## src/rtl/seq_alu.sv

```systemverilog
// Handshaked execution unit: single-cycle add/sub/logic ops and an iterative
// shift-add unsigned multiply, with NZCV flags and a registered valid/ready result.
module seq_alu #(
  parameter int WIDTH = 32
) (
  input  logic             clk,
  input  logic             reset_n,
  input  logic             in_valid,
  output logic             in_ready,
  input  logic [WIDTH-1:0] SrcA,
  input  logic [WIDTH-1:0] SrcB,
  input  logic [3:0]       Op,
  input  logic             carry,
  output logic             out_valid,
  input  logic             out_ready,
  output logic [WIDTH-1:0] Result,
  output logic [WIDTH-1:0] ResultHi,
  output logic [3:0]       ALUFlags,
  output logic             illegal
);

  localparam logic [3:0] OP_ADD = 4'b0000;
  localparam logic [3:0] OP_SUB = 4'b0001;
  localparam logic [3:0] OP_AND = 4'b0010;
  localparam logic [3:0] OP_ORR = 4'b0011;
  localparam logic [3:0] OP_ADC = 4'b0100;
  localparam logic [3:0] OP_SBC = 4'b0101;
  localparam logic [3:0] OP_EOR = 4'b0110;
  localparam logic [3:0] OP_BIC = 4'b0111;
  localparam logic [3:0] OP_MUL = 4'b1000;

  localparam int            CW   = $clog2(WIDTH);
  localparam logic [CW-1:0] LAST = CW'(WIDTH - 1);

  typedef enum logic {S_IDLE, S_MUL_RUN} state_t;

  state_t           state, state_nxt;
  logic [CW-1:0]    cnt;
  logic [WIDTH-1:0] mcand, acc_hi, acc_lo;

  logic             accept, is_mul, mul_last;
  logic [WIDTH:0]   step_sum;
  logic [WIDTH-1:0] mul_lo, mul_hi;

  logic [WIDTH-1:0] b_eff;
  logic             cin;
  logic [WIDTH:0]   sum;

  logic [WIDTH-1:0] alu_res;
  logic             alu_c, alu_v, alu_ill;

  logic             done;
  logic [WIDTH-1:0] done_res, done_hi;
  logic             done_c, done_v, done_ill;

  assign in_ready = (state == S_IDLE) & (~out_valid | out_ready);
  assign accept   = in_valid & in_ready;
  assign is_mul   = (Op == OP_MUL);
  assign mul_last = (state == S_MUL_RUN) && (cnt == LAST);

  // One multiplier bit per edge: add the multiplicand into the high half when the
  // current LSB is set, then shift the whole {hi, lo} product right by one.
  assign step_sum = {1'b0, acc_hi} + (acc_lo[0] ? {1'b0, mcand} : '0);
  assign mul_hi   = step_sum[WIDTH:1];
  assign mul_lo   = {step_sum[0], acc_lo[WIDTH-1:1]};

  // Subtract forms invert B; ADC/SBC take the external carry, ADD/SUB use Op[0].
  assign b_eff = Op[0] ? ~SrcB : SrcB;
  assign cin   = Op[2] ? carry : Op[0];
  assign sum   = {1'b0, SrcA} + {1'b0, b_eff} + {{WIDTH{1'b0}}, cin};

  always_comb begin
    // NOTE: every signal gets a default before the case so no path leaves it
    // unassigned, which would otherwise infer a latch.
    state_nxt = state;
    case (state)
      S_IDLE:    if (accept && is_mul) state_nxt = S_MUL_RUN;
      S_MUL_RUN: if (mul_last)         state_nxt = S_IDLE;
      default:   state_nxt = S_IDLE;
    endcase
  end

  always_comb begin
    alu_res = '0;
    alu_c   = 1'b0;
    alu_v   = 1'b0;
    alu_ill = 1'b0;
    case (Op)
      OP_ADD, OP_SUB, OP_ADC, OP_SBC: begin
        alu_res = sum[WIDTH-1:0];
        alu_c   = sum[WIDTH];
        alu_v   = ~(SrcA[WIDTH-1] ^ SrcB[WIDTH-1] ^ Op[0]) & (SrcA[WIDTH-1] ^ sum[WIDTH-1]);
      end
      OP_AND:  alu_res = SrcA & SrcB;
      OP_ORR:  alu_res = SrcA | SrcB;
      OP_EOR:  alu_res = SrcA ^ SrcB;
      OP_BIC:  alu_res = SrcA & ~SrcB;
      OP_MUL:  alu_res = '0;
      default: alu_ill = 1'b1;
    endcase
  end

  // A MUL can only finish in MUL_RUN and an accept only happens in IDLE, so the
  // two completion sources never coincide.
  always_comb begin
    done     = 1'b0;
    done_res = alu_res;
    done_hi  = '0;
    done_c   = alu_c;
    done_v   = alu_v;
    done_ill = alu_ill;
    if (mul_last) begin
      done     = 1'b1;
      done_res = mul_lo;
      done_hi  = mul_hi;
      done_c   = 1'b0;
      done_v   = 1'b0;
      done_ill = 1'b0;
    end else if (accept && !is_mul) begin
      done = 1'b1;
    end
  end

  // NOTE: all state below uses non-blocking assignments so every register
  // samples pre-edge values regardless of statement order.
  always_ff @(posedge clk or negedge reset_n) begin
    if (!reset_n) state <= S_IDLE;
    else          state <= state_nxt;
  end

  always_ff @(posedge clk or negedge reset_n) begin
    if (!reset_n) begin
      cnt    <= '0;
      mcand  <= '0;
      acc_hi <= '0;
      acc_lo <= '0;
    end else if (accept && is_mul) begin
      cnt    <= '0;
      mcand  <= SrcA;
      acc_hi <= '0;
      acc_lo <= SrcB;
    end else if (state == S_MUL_RUN) begin
      cnt    <= mul_last ? '0 : cnt + CW'(1);
      acc_hi <= mul_hi;
      acc_lo <= mul_lo;
    end
  end

  always_ff @(posedge clk or negedge reset_n) begin
    if (!reset_n) begin
      out_valid <= 1'b0;
      Result    <= '0;
      ResultHi  <= '0;
      ALUFlags  <= '0;
      illegal   <= 1'b0;
    end else if (done) begin
      out_valid <= 1'b1;
      Result    <= done_res;
      ResultHi  <= done_hi;
      ALUFlags  <= {done_res[WIDTH-1], done_res == '0, done_c, done_v};
      illegal   <= done_ill;
    end else if (out_ready) begin
      out_valid <= 1'b0;
    end
  end

endmodule

```

## config.mk

```make
export PLATFORM = sky130hd
export DESIGN_NAME = seq_alu
export DESIGN_NICKNAME = d
export VERILOG_FILES = /design/src/rtl/seq_alu.sv
export SDC_FILE = /design/constraint.sdc
export NUM_CORES = 1
export LEC_CHECK = 0
export CAP_MARGIN = 10
export CORE_ASPECT_RATIO = 0.6
export CORE_UTILIZATION = 50
export CTS_BUF_LIST = sky130_fd_sc_hd__clkbuf_8
export CTS_CLUSTER_SIZE = 28
export DETAILED_ROUTE_END_ITERATION = 8
export PLACE_DENSITY = 0.78
export SLEW_MARGIN = 20
export SYNTH_ARGS = -nofsm -noshare
export SYNTH_HDL_FRONTEND = slang
export SYNTH_SLANG_ARGS = --single-unit
export TNS_END_PERCENT = 30
```

## constraint.sdc

```tcl
create_clock -name clk -period 3.75 [get_ports clk]
set_input_delay 1.125 -clock clk [delete_from_list [all_inputs] [get_ports clk]]
set_output_delay 1.125 -clock clk [all_outputs]
set_load 0.005 [all_outputs]
```

==> results.md <==
* CP Capture Type: flop
* Peak VDD IR at 0.0002125 V
* # diodes at 0
* Routed WL per cell at 19.40 um
* Clock skew at 0.01288 ns
* FMAX at 231.7 MHz
* Via count at 13.06k
* Routed wire length at 43,130 um
* Post-synthesis xor/xnor area fraction at 7.124%
* Combinational power share at 47.0%
* Fin. max-slew vios at 0
* Synth Area in Compound Gates at 24.01%
* Clk Tree Root Cell: clkbuf_8
* Post-synthesis mux area share at 0.6717%
* Global route hottest layer: met2
* Syn-to-layout area delta at 39.60%
* CTS buffer count at 17
* Clock Sinks at 171
* Worst min-delay path class: flop to flop
* Netlist cell types at 77
* Die W at 204.4 um
* Clock power share at 18.3%
* GR Util met2 at 51.31%
* Iter 0 DRT Violations at 1,435
* Hold Slack at 0.4846 ns
* Placed cell area at 16,180 um^2
* Post-synth top cells: 234 x nand2_1, 171 x dfrtp_1, 123 x o21ai_0, 116 x a21oi_1, 113 x nor2_1
* Critical path peak fanout at 5
* Post-synthesis simple-gate area fraction at 18.09%
* Cell accounting for the most synthesized area: dfrtp_1
* Largest family of logic cells by synthesized area: compound AO/OA/AOI/OAI gates
* Internal power at 4711 uW
* Clock Latency Late Sink at 0.50 ns
* Status: finished, violations left
* Post-DR vias/cell at 5.874
* Vias in the first global route at 12.30k
* Failing checks: negative setup slack
* CTS clk-pin slew, worst paths at 0.10 ns
* Most numerous cell in the Yosys netlist: nand2_1
* Met1 Use GR at 51.12%
* GR Util All Layers at 34.29%
* Crit share post-route at 115.1%
* Layout fillers at 1,929
* Ys flop type: dfrtp_1
* Pre-antenna DRT Iters at 6
* Initial antenna violation count at 1
* Setup Slack @ Placement at -1.551 ns
* Adder-cell share of the synthesized area at 10.36%
* Core area at 24,170 um^2
* Top post-synthesis cells by area: dfrtp_1 35%, ha_1 9.9%, nand2_1 7.1%, o21ai_0 5.0%, a21oi_1 4.7%
* Async S/R FF share, synth at 100.0%
* Synthesized area at 12,290 um^2
* GRT met3 Usage at 5.746%
* Dpl hpwl at 32,760 um
* Rows at 44
* H-tree lvl count at 4
* Net load switching power at 3169 uW
* Die Height at 123.5 um
* Pin count of the biggest net entering global routing at 94
* Final Core Density at 71.01%
* Antenna Nets Post-Route at 0
* CTS tree: built
* Slew @ Worst Pin at 0.8902 ns
* Num ports at 144
* RePlAce Congestion at 0.9811
* Mapped Nets at 1,664
* Post-synth EDFFs at 0
* Initial core utilization at 50.87%
* Die area at 25,240 um^2
* Static leakage power at 0.008411 uW
* Synthesized area per cell at 8.246 um^2
* Critical path launch point type: input pin
* Post-Synthesis Cells at 1,491
* GR Overflow Total at 0
* Final setup viols at 6
* Design area at 17,160 um^2
* # DRC at 0
* Synthesized flop and latch total at 171
* Setup CP Type: input pin to flop
* Seq/Total Area, Yosys at 34.81%
* Fin. Hold Viols at 0
* Max-cap violations at 0
* RSZ-0062 raised after global routing: true
* Sw Share at 40.22%
* First-pass GRT wire length at 66,270 um
* Fin nets at 2,061
* Layout cells sized above 1 at 22.94%
* Post-route minimum period at 4.316 ns
* Synth warn at 0
* CP arrival at 4.74 ns
* Share of the synthesized area in the top cell type at 34.81%
* Pwr dens at 459.1 nW/um^2
* Setup ws final at -0.5659 ns
* Critical Path RT at 4.18 ns
* Pwr Total at 7880 uW
* Port Buffers at 143
* Worst slew margin at 40.65%
* Sequential power share at 34.7%
* CTS Buffer Depth at 2
-- routing by layer --
| metal | share of wire (%) | vias to the layer above |
|---|---|---|
| li1 | - | 6056 |
| met1 | 47 | 6290 |
| met2 | 43 | 625 |
| met3 | 8.2 | 87 |
| met4 | 2.0 | 0 |
| met5 | 0 | - |
-- layout by cell type, fill, tap and decap left out, types with 10 or more instances in the layout --
master and instances:
nand3_1 34, dfrtp_1 169, ha_1 95, clkdlybuf4s50_1 124
nand2_1 230, a31oi_1 12, xor2_1 50, a21oi_1 104
o21ai_0 118, xnor2_1 46, nor2_1 107, clkbuf_8 17
buf_6 12, nor3_1 11, a22o_1 27, a211oi_1 10
inv_1 79, and2_1 36, buf_4 292, a21oi_2 12
nand4_1 11, a22oi_1 34, a21o_1 27
-- power groups by stage --
stage | Combinational, uW | Clock (uW) | Sequential (uW)
finish | 3700 | 1440 | 2740
CTS | 3510 | 1450 | 2730
floorplan | 1990 | 0 | 2650
global route | 4050 | 1530 | 2800
global placement | 3330 | 0 | 2750
detailed placement | 3430 | 0 | 2760
-- registers in the layout (all words and copies together) (netlist names) --
| signal | count |
|---|---|
| ResultHi | 32 |
| Result | 32 |
| acc_hi | 32 |
| acc_lo | 32 |
| mcand | 32 |
| cnt | 5 |
| ALUFlags | 3 |
| illegal | 1 |
| out_valid | 1 |
| state | 1 |
-- critical path, cell delays in order --
cell and delay (ns):
buf_2 0.15, nand2b_4 0.16, nand2_4 0.05, fa_2 0.41, inv_2 0.07, fa_2 0.21
nor2b_2 0.05, o31a_2 0.38, nor2_8 0.18, o311ai_4 0.14, buf_6 0.16, a21oi_4 0.13
a21oi_2 0.08, xor2_1 0.16, a221o_1 0.35, or3_1 0.32, or4_4 0.49, o21ai_2 0.12
-- cell families (layout without fill, tap and decap cells) --
logic type / Yosys count / after routing
DFF: 171 / 171
muxes: 8 / 8
and+or+nand+nor: 496 / 496
xor gates and xnor gates: 100 / 100
buffers and inverters: 158 / 568
adders and majority gates: 100 / 100
AOI/OAI and AO/OA: 458 / 458
-- worst paths after layout --
path                       cells after the start                   from  slack, ns                       end
min reg2reg                                    2  mcand[21]$_DFFE_PN0P_       0.48     mcand[21]$_DFFE_PN0P_
max reg2reg                                   14  acc_lo[0]$_DFFE_PN0P_       0.10    acc_hi[31]$_DFFE_PN0P_
max in group asynchronous                      2                reset_n       2.22   ResultHi[8]$_DFFE_PN0P_
max                                           18                  Op[2]      -0.57   ALUFlags[2]$_DFFE_PN0P_
min in group asynchronous                      1                reset_n       0.65  ResultHi[26]$_DFFE_PN0P_
min                                            2  mcand[21]$_DFFE_PN0P_       0.48     mcand[21]$_DFFE_PN0P_
-- layout make-up --
type                            instances  area [um^2]  share of cell area, %
Multi-Input combinational cell       1162         7838                  45.67
Clock buffer                           17        234.0                  1.363
Tap cell                              322        402.9                  2.347
Timing Repair Buffer                  456         3924                  22.86
Clock inverter                         15        182.7                  1.064
Sequential cell                       171         4282                  24.95
Inverter                               80        300.3                  1.750
-- per-stage QoR --
stage | std cells | TNS, ns
after floorplan | 1491 | -2.995
after global placement | 2167 | -17.59
after detailed placement | 2167 | -20.37
after CTS | 2211 | -1.342
after global routing | 2223 | -1.762
final | 2223 | -1.040
-- what timing repair did --
action / in CTS / in global routing
pin swaps: 24 / 41
setup endpoints to repair: 21 / 27
gates resized for setup: 45 / 65
hold buffers: 0 / 0
buffers inserted: 12 / 14
Note: power is estimated with default switching activity, not from simulation.
